[config.mk]
export PLATFORM = sky130hd
export DESIGN_NAME = mcp4728_update_scheduler
export DESIGN_NICKNAME = d
export VERILOG_FILES = /design/src/rtl/mcp4728_update_scheduler.sv
export SDC_FILE = /design/constraint.sdc
export NUM_CORES = 1
export LEC_CHECK = 0
export CORE_MARGIN = 4
export CORE_UTILIZATION = 53
export CTS_BUF_LIST = sky130_fd_sc_hd__clkbuf_8
export DETAILED_ROUTE_END_ITERATION = 10
export PLACE_DENSITY = 0.74
export SETUP_SLACK_MARGIN = 0.2
export SYNTH_ARGS = -nofsm -noshare
export SYNTH_HDL_FRONTEND = slang
export SYNTH_SLANG_ARGS = --single-unit
export TNS_END_PERCENT = 50
[constraint.sdc]
create_clock -name CLK100MHZ -period 7.69 [get_ports CLK100MHZ]
set_input_delay 2.307 -clock CLK100MHZ [delete_from_list [all_inputs] [get_ports CLK100MHZ]]
set_output_delay 2.307 -clock CLK100MHZ [all_outputs]
set_load 0.1 [all_outputs]
[src/rtl/mcp4728_update_scheduler.sv]
// mcp4728_update_scheduler
// Shares one MCP4728 I2C driver among four DAC chips. Requesters write a
// 4x4x12-bit shadow register file; a round-robin scheduler picks the next
// dirty chip, freezes a snapshot of its four channels and runs a level
// handshake (req -> busy -> idle) with the slow-clock driver, with a timeout
// that aborts and requeues the chip.
//
// Ports:
//   CLK100MHZ           system clock
//   reset               synchronous, active-low reset
//   enable              allow new transactions to start
//   wr_en/wr_chip/
//   wr_chan/wr_data     shadow register write port (one write per cycle)
//   drv_busy            driver busy level (driver clock domain)
//   drv_req             transaction request level to the driver
//   drv_dac0..drv_dac3  snapshot channel values
//   drv_dac_number      {1'b0, active_chip}, selects the LDAC line
//   active_chip         chip of the current or last transaction
//   dirty               per-chip pending-update flags
//   timeout_err         sticky timeout flag
//   update_count        completed transactions (wrapping)
module mcp4728_update_scheduler #(
  parameter int unsigned SYNC_STAGES    = 2,
  parameter int unsigned TIMEOUT_CYCLES = 2000000,
  parameter int unsigned GAP_CYCLES     = 100
) (
  input  logic        CLK100MHZ,
  input  logic        reset,
  input  logic        enable,
  input  logic        wr_en,
  input  logic [1:0]  wr_chip,
  input  logic [1:0]  wr_chan,
  input  logic [11:0] wr_data,
  input  logic        drv_busy,
  output logic        drv_req,
  output logic [11:0] drv_dac0,
  output logic [11:0] drv_dac1,
  output logic [11:0] drv_dac2,
  output logic [11:0] drv_dac3,
  output logic [2:0]  drv_dac_number,
  output logic [1:0]  active_chip,
  output logic [3:0]  dirty,
  output logic        timeout_err,
  output logic [15:0] update_count
);

  localparam int unsigned TW = $clog2(TIMEOUT_CYCLES + 1);
  localparam int unsigned GW = $clog2(GAP_CYCLES + 1);

  typedef enum logic [2:0] {
    S_IDLE,
    S_LOAD,
    S_REQ,
    S_WAIT,
    S_GAP
  } state_t;

  state_t state_q, state_d;

  logic [SYNC_STAGES-1:0] sync_q;
  logic                   busy_s;
  logic [11:0]            shadow_q [4][4];
  logic [1:0]             ptr_q;
  logic [TW-1:0]          tmo_q;
  logic [GW-1:0]          gap_q;
  logic [3:0]             dirty_nxt;

  logic [1:0] sel_c;
  logic       sel_vld_c;
  logic       tmo_hit_c;
  logic       gap_end_c;
  logic       load_c;
  logic       done_c;
  logic       tmo_c;
  logic       req_drop_c;

  assign busy_s    = sync_q[SYNC_STAGES-1];
  assign tmo_hit_c = (tmo_q == TW'(TIMEOUT_CYCLES - 1));
  assign gap_end_c = (gap_q == GW'(GAP_CYCLES - 1));

  // Round-robin pick: first dirty chip after the pointer. Walking the
  // offsets from farthest to nearest lets the nearest one win.
  always_comb begin
    logic [1:0] cand;
    cand      = '0;
    sel_c     = ptr_q;
    sel_vld_c = 1'b0;
    for (int i = 4; i >= 1; i--) begin
      cand = ptr_q + 2'(i);
      if (dirty[cand]) begin
        sel_c     = cand;
        sel_vld_c = 1'b1;
      end
    end
  end

  // State register
  always_ff @(posedge CLK100MHZ) begin
    if (!reset) state_q <= S_IDLE;
    else        state_q <= state_d;
  end

  // Next-state and control strobes
  always_comb begin
    state_d    = state_q;
    load_c     = 1'b0;
    done_c     = 1'b0;
    tmo_c      = 1'b0;
    req_drop_c = 1'b0;
    case (state_q)
      S_IDLE: begin
        if (enable && (|dirty)) state_d = S_LOAD;
      end
      S_LOAD: begin
        if (sel_vld_c) begin
          load_c  = 1'b1;
          state_d = S_REQ;
        end else begin
          state_d = S_IDLE;
        end
      end
      S_REQ: begin
        // A handshake that makes progress wins over a coincident timeout.
        if (busy_s) begin
          req_drop_c = 1'b1;
          state_d    = S_WAIT;
        end else if (tmo_hit_c) begin
          tmo_c   = 1'b1;
          state_d = S_GAP;
        end
      end
      S_WAIT: begin
        if (!busy_s) begin
          done_c  = 1'b1;
          state_d = S_GAP;
        end else if (tmo_hit_c) begin
          tmo_c   = 1'b1;
          state_d = S_GAP;
        end
      end
      S_GAP: begin
        if (gap_end_c) state_d = S_IDLE;
      end
      default: state_d = S_IDLE;
    endcase
  end

  // Dirty flags: a write (or timeout requeue) in the LOAD cycle beats the clear.
  always_comb begin
    dirty_nxt = dirty;
    if (load_c) dirty_nxt[sel_c]       = 1'b0;
    if (tmo_c)  dirty_nxt[active_chip] = 1'b1;
    if (wr_en)  dirty_nxt[wr_chip]     = 1'b1;
  end

  // Busy synchroniser, shadow file, snapshot and counters
  always_ff @(posedge CLK100MHZ) begin
    if (!reset) begin
      sync_q         <= '0;
      dirty          <= '0;
      ptr_q          <= 2'd3;
      tmo_q          <= '0;
      gap_q          <= '0;
      drv_req        <= 1'b0;
      drv_dac0       <= '0;
      drv_dac1       <= '0;
      drv_dac2       <= '0;
      drv_dac3       <= '0;
      drv_dac_number <= '0;
      active_chip    <= '0;
      timeout_err    <= 1'b0;
      update_count   <= '0;
      for (int c = 0; c < 4; c++) begin
        for (int k = 0; k < 4; k++) shadow_q[c][k] <= '0;
      end
    end else begin
      sync_q <= {sync_q[SYNC_STAGES-2:0], drv_busy};
      dirty  <= dirty_nxt;

      if (wr_en) shadow_q[wr_chip][wr_chan] <= wr_data;

      // Snapshot uses the pre-write shadow contents on a same-cycle write.
      if (load_c) begin
        drv_dac0       <= shadow_q[sel_c][0];
        drv_dac1       <= shadow_q[sel_c][1];
        drv_dac2       <= shadow_q[sel_c][2];
        drv_dac3       <= shadow_q[sel_c][3];
        drv_dac_number <= {1'b0, sel_c};
        active_chip    <= sel_c;
        ptr_q          <= sel_c;
        drv_req        <= 1'b1;
      end else if (req_drop_c || tmo_c) begin
        drv_req <= 1'b0;
      end

      if (load_c)                                  tmo_q <= '0;
      else if (state_q == S_REQ || state_q == S_WAIT) tmo_q <= tmo_q + TW'(1);

      if (state_q == S_GAP) gap_q <= gap_q + GW'(1);
      else                  gap_q <= '0;

      if (tmo_c)  timeout_err  <= 1'b1;
      if (done_c) update_count <= update_count + 16'd1;
    end
  end

endmodule

# Word level (Yosys, flattened, before mapping)

Memory sizes are Yosys's and may differ from the RTL's. A register that Yosys moved wholly into a read port is not among the register bits.
Cells that the tools add are included.

ROM bits: 0
Output and inout bits: 75
Memories: 1
Input port bits: 21
Bits in latches: 0
Register bits: 59
RAM bits: 192

Memory list:

| name     | depth | bits a word | rd ports | clocked after Yosys merged registers in | write ports | RTL line | text |
|---|---|---|---|---|---|---|---|
| shadow_q | 4     | 48          | 1        | 1                                       | 4           | 62       | `logic [11:0] shadow_q [4][4];` |

Mux-type cells: 52
Order comparisons: 12
Equal/unequal tests: 8
Bitwise operators: 6
Multiply operators: 0
Div/mod/pow operators: 0
Shifts and indexed selects: 0
$add $sub $neg: 6
Reductions and logical operators: 15

Operator list:

| operator                                                                             | number |
|---|---|
| 48-bit two-way mux                                                                   | 3 |
| 48-bit OR reduction                                                                  | 1 |
| 1-bit two-way mux                                                                    | 25 |
| 12-bit demux with 2-bit select                                                       | 1 |
| 21-bit by 1-bit adder with 21-bit output (second input constant)                     | 1 |
| 21-bit == test (second input constant)                                               | 1 |
| 2-bit by 3-bit < comparator with 1-bit output (second input constant)                | 7 |
| 16-bit by 1-bit adder with 16-bit output (second input constant)                     | 1 |
| 3-bit two-way mux                                                                    | 5 |
| 3-bit one-hot mux with 5 select lines                                                | 1 |
| 12-bit two-way mux                                                                   | 1 |
| 4-bit two-way mux                                                                    | 3 |
| 2-bit two-way mux                                                                    | 5 |
| 1-bit binary-select mux with 2-bit select                                            | 4 |
| 4-bit OR                                                                             | 2 |
| 7-bit by 1-bit adder with 7-bit output (second input constant)                       | 1 |
| 7-bit == test (second input constant)                                                | 1 |
| 1-bit demux with 2-bit select                                                        | 3 |
| 3-bit by 2-bit == test with 1-bit output (second input constant)                     | 2 |
| 2-bit by 1-bit greater-or-equal comparator with 1-bit output (second input constant) | 3 |
| 1-bit logical AND                                                                    | 5 |
| 2-bit adder (second input constant)                                                  | 2 |
| 4-bit bitwise AND                                                                    | 1 |
| 2-bit != test (second input constant)                                                | 2 |
| 16 further kinds                                                                     | 18 |

# Depth between registers and ports, before layout

Depth after elaboration: 17
Gate-level depth with buffers: 8

# Least setup slack after synthesis

Ideal clock, no wire load.

Kind: input to register
Start point: in reset
End point: mem shadow_q[3][36] (netlist name) (enable)
Stages: 4
Setup slack: 3.502 ns
Arrival: 3.791 ns
Cells stage by stage: nand2_1 -> or3_1 -> clkbuf_1 -> o21ai_0

RTL lines:

| item            | RTL line | text |
|---|---|---|
| start, declared | 28       | `input logic reset,` |
| end, declared   | 62       |  |

==> flow_summary_export.csv <==
group,metric,value,unit
clocking,cts-htree-levels,2,
grt,use_met1,28.65,%
sta,period_minus_slack,4975,ps
grt,grt_usage,21.16,%
synth,synth-edff-count,192,
grt,grt-busiest-layer,"met2",
synth,avgSynthCellArea,11.97,µm²
worst_setup_path,reg2reg_depth,7,
power,internal-power,2.559,mW
clocking,root_buffer,"clkbuf_8",
grt,grt_max_degree,47,
synth,synth.net_count,1088,
route,vias,8265,
worst_setup_path,cp_slowest_cell,"nor3_1",
floorplanning,rows,56,
clocking,cts_inserted_buffers,47,
sta,setup_viol,0,
power,pwr-share-comb,9.7,%
placed_design,io_buffers,94,
route,final_antenna_net_count,0,
floorplanning,initial_core_util,54.11,%
power,p_leak,5.624,nW
worst_setup_path,rrSetupSlack,4630,ps
clocking,cts_hold_buf,0,
sta,rsz0062_at_grt,"false",
clocking,postCtsSetupRepairBufs,0,
final_layout,layout_common_cells,"and2_1 (195), edfxtp_1 (192), dfxtp_1 (107)",
synth,synthFlopType,"edfxtp_1",
sta,worstMarginPinSlew,1068,ps
synth,synth_top_family_by_area,"simple AND/OR/NAND/NOR gates",
final_layout,final_common_cell,"and2_1",
sta,fin_skew,19.03,ps
worst_setup_path,worst_ep_required_time,7870,ps
worst_setup_path,slowest_delay,730,ps
sta,slew_violations,0,
synth,syn-cell-area,0.01274,mm²
synth,synth_compound_area_share,7.857,%
synth,muxShareOfSynthArea,7.150,%
synth,ys_seq_area_share,62.07,%
sta,slew_headroom,28.33,%
worst_setup_path,path_cells,"clkdlybuf4s50_1, buf_4, nand2_1, or3_1, nor3_1, nand2b_1",
worst_setup_path,reg2reg_to,"drv_dac0[5]$_SDFFE_PN0N_",
worst_setup_path,worstReg2RegStart,"dirty[3]$_SDFF_PN0_",
clocking,clock_latency,550,ps
final_layout,syn_to_final_growth,16.39,%
power,power_density,230.8,mW/mm²
synth,async_flop_share,0,%
route,first_iter_violations,625,
route,routed_wl,28.26,mm
final_layout,diodes,0,
final_layout,drive_gt1_share,7.414,%
synth,synth_cells,1064,
clocking,post_cts_resized,0,
synth,ys_seq_elements,299,
grt,overflow,0,
synth,yosys_warnings,0,
worst_hold_path,min_from,"sync_q[0]$_SDFF_PN0_",
worst_setup_path,cp.arrival,5150,ps
power,netSwitchingFraction,25.20,%
job,maxCapViolCount,0,
floorplanning,coreArea,0.02354,mm²
power,vdd_drop_max,0.0001134,V
route,avgRoutedWirePerCell,18.76,µm
worst_hold_path,hold_path.class,"flop to flop",
floorplanning,die_h,163.0,µm
power,p_sw,0.8625,mW
clocking,path_clk_slew,60,ps
worst_setup_path,path_max_fanout,40,
clocking,cts_sinks,299,
sta,finalHoldViolations,0,
worst_hold_path,min_path_cells,1,
synth,synth_xor_area_share,2.544,%
worst_setup_path,startpoint,"reset",
worst_setup_path,cp-end-kind,"flop",
route,drc_errors,0,
grt,grt_pass1_vias,8191,
run_status,outcome,"finished, final reports clean",
worst_setup_path,crit_type,"input port to flop",
placed_design,gp_congestion,0.8006,
grt,met3_usage,4.264,%
worst_setup_path,cp-start-kind,"input port",
sta,setup-tns-final,0,ps
power,pwr-share-seq,52.8,%
sta,min_period_over_period,64.69,%
grt,grt_antenna_before_repair,1,
clocking,clockBufferDepth,3,
route,vias_per_cell,5.488,
floorplanning,pin_count,96,
grt,grt_pass1_wl,44.06,mm
floorplanning,die_area,0.02658,mm²
sta,max_freq,0.2010,GHz
worst_hold_path,hold_end,"sync_q[1]$_SDFF_PN0_",
route,dr.pass1.iters,5,
floorplanning,die_w,163.0,µm
sta,whs,443.4,ps
synth,synth_cell_type_count,47,
synth,synth_fa_ha_area_share,0.2946,%
power,p_clk_share,37.5,%
final_layout,fin_nets,1174,
synth,synthSimpleGateAreaFrac,17.38,%
placed_design,hpwlAfterDp,17.83,mm
clocking,cts_tree,"built",
grt,grtUsageMet2,33.98,%
## metal layers
metal | part of all wire (%) | wire length (µm)
met4 | 2.9 | 819
met3 | 6.5 | 1838
met5 | 0 | 0
met1 | 44 | 12510
met2 | 46 | 13090
## power by group through the flow
stage | combinational, mW | clock (mW) | sequential, mW
floorplan | 0.156 | 0 | 1.91
CTS | 0.331 | 1.31 | 1.81
global placement | 0.328 | 0 | 1.84
global route | 0.350 | 1.38 | 1.81
finish | 0.331 | 1.28 | 1.81
detailed placement | 0.330 | 0 | 1.84
## final cells by class
type | count | area, µm²
fill | 1878 | 8715
sequential | 299 | 7908
multi-input combinational | 682 | 4517
timing repair buffer | 112 | 1076
clock buffer | 51 | 701.9
tap | 319 | 399.1
clock inverter | 35 | 196.4
inverter | 8 | 30.03
## how the worst max path moves through the flow
stage | end | slack [ps] | depth (start not counted)
after global routing | shadow_q[0][47]$_SDFFCE_PN0P_ | 2460 | 6
final | shadow_q[0][47]$_SDFFCE_PN0P_ | 2720 | 6
after global placement | drv_dac0[8]$_SDFFE_PN0N_ | 2310 | 7
after CTS | shadow_q[0][47]$_SDFFCE_PN0P_ | 2780 | 6
after detailed placement | shadow_q[0][43]$_SDFFCE_PN0P_ | 2210 | 6
after floorplan | shadow_q[3][36]$_SDFFCE_PN0P_ | 3500 | 4
## worst max-delay path: cells and delay by family
kind                   cells  cell delay [ps]
AND/OR/NAND/NOR            4             1920
buffers and inverters      2              910
## logic make-up (layout without fill, tap and decap cells)
| kind of cell | Yosys count | after routing |
|---|---|---|
| adder cells (fa/ha/maj) | 3 | 3 |
| buffers and inverters | 83 | 206 |
| multiplexers | 91 | 91 |
| flip-flops | 299 | 299 |
| AO/OA/AOI/OAI | 151 | 151 |
| AND/OR/NAND/NOR | 399 | 399 |
| XOR/XNOR | 37 | 37 |
| other | 1 | 1 |
## sequential cells by signal, summed over array words and instances, names as in the netlist
name and flops:
shadow_q 192, tmo_q 21, update_count 16, drv_dac0 12
drv_dac1 12, drv_dac2 12, drv_dac3 12, gap_q 7
dirty 4, state_q 3, drv_dac_number 2, ptr_q 2
sync_q 2, drv_req 1, timeout_err 1
## cells in the mapped netlist (all sizes together) (2+ instances only)
cell     count  area, µm²
nand4       12      75.07
a2bb2oi     41      359.1
nand2b       9      56.30
nand2       36      135.1
buf         17      92.59
or4          3      22.52
nor4         5      50.05
nand3b       2      15.01
o311ai       2      17.52
a211oi      15      112.6
nor2b        4      25.02
nor3        14      75.07
dfxtp      107       2142
or3          7      43.79
xor2        13      113.9
ha           3      37.54
a21oi       12      60.06
a21o         2      15.01
o21ai       61      305.3
a211o        3      26.28
and4         4      36.29
edfxtp     192       5766
mux2i       91      910.9
inv          8      30.03
and3         5      31.28
nand3       19      95.09
a31oi       10      62.56
and2       195       1220
xnor2       24      210.2
clkbuf      58      217.7
nor2        80      300.3
## through the flow
stage / worst slack (ps) / util, % / cells / power [mW] / cell area [µm²]
after floorplan: 3502 / - / 1064 / 2.070 / 12740
after global placement: 2314 / 59.17 / 1420 / 2.167 / 13930
after detailed placement: 2209 / 59.17 / 1420 / 2.171 / 13930
after CTS: 2775 / 62.98 / 1506 / 3.444 / 14830
after global routing: 2460 / 62.98 / 1506 / 3.543 / 14830
final: 2715 / 62.98 / 1506 / 3.422 / 14830
Power figures use the tool's default switching activity.
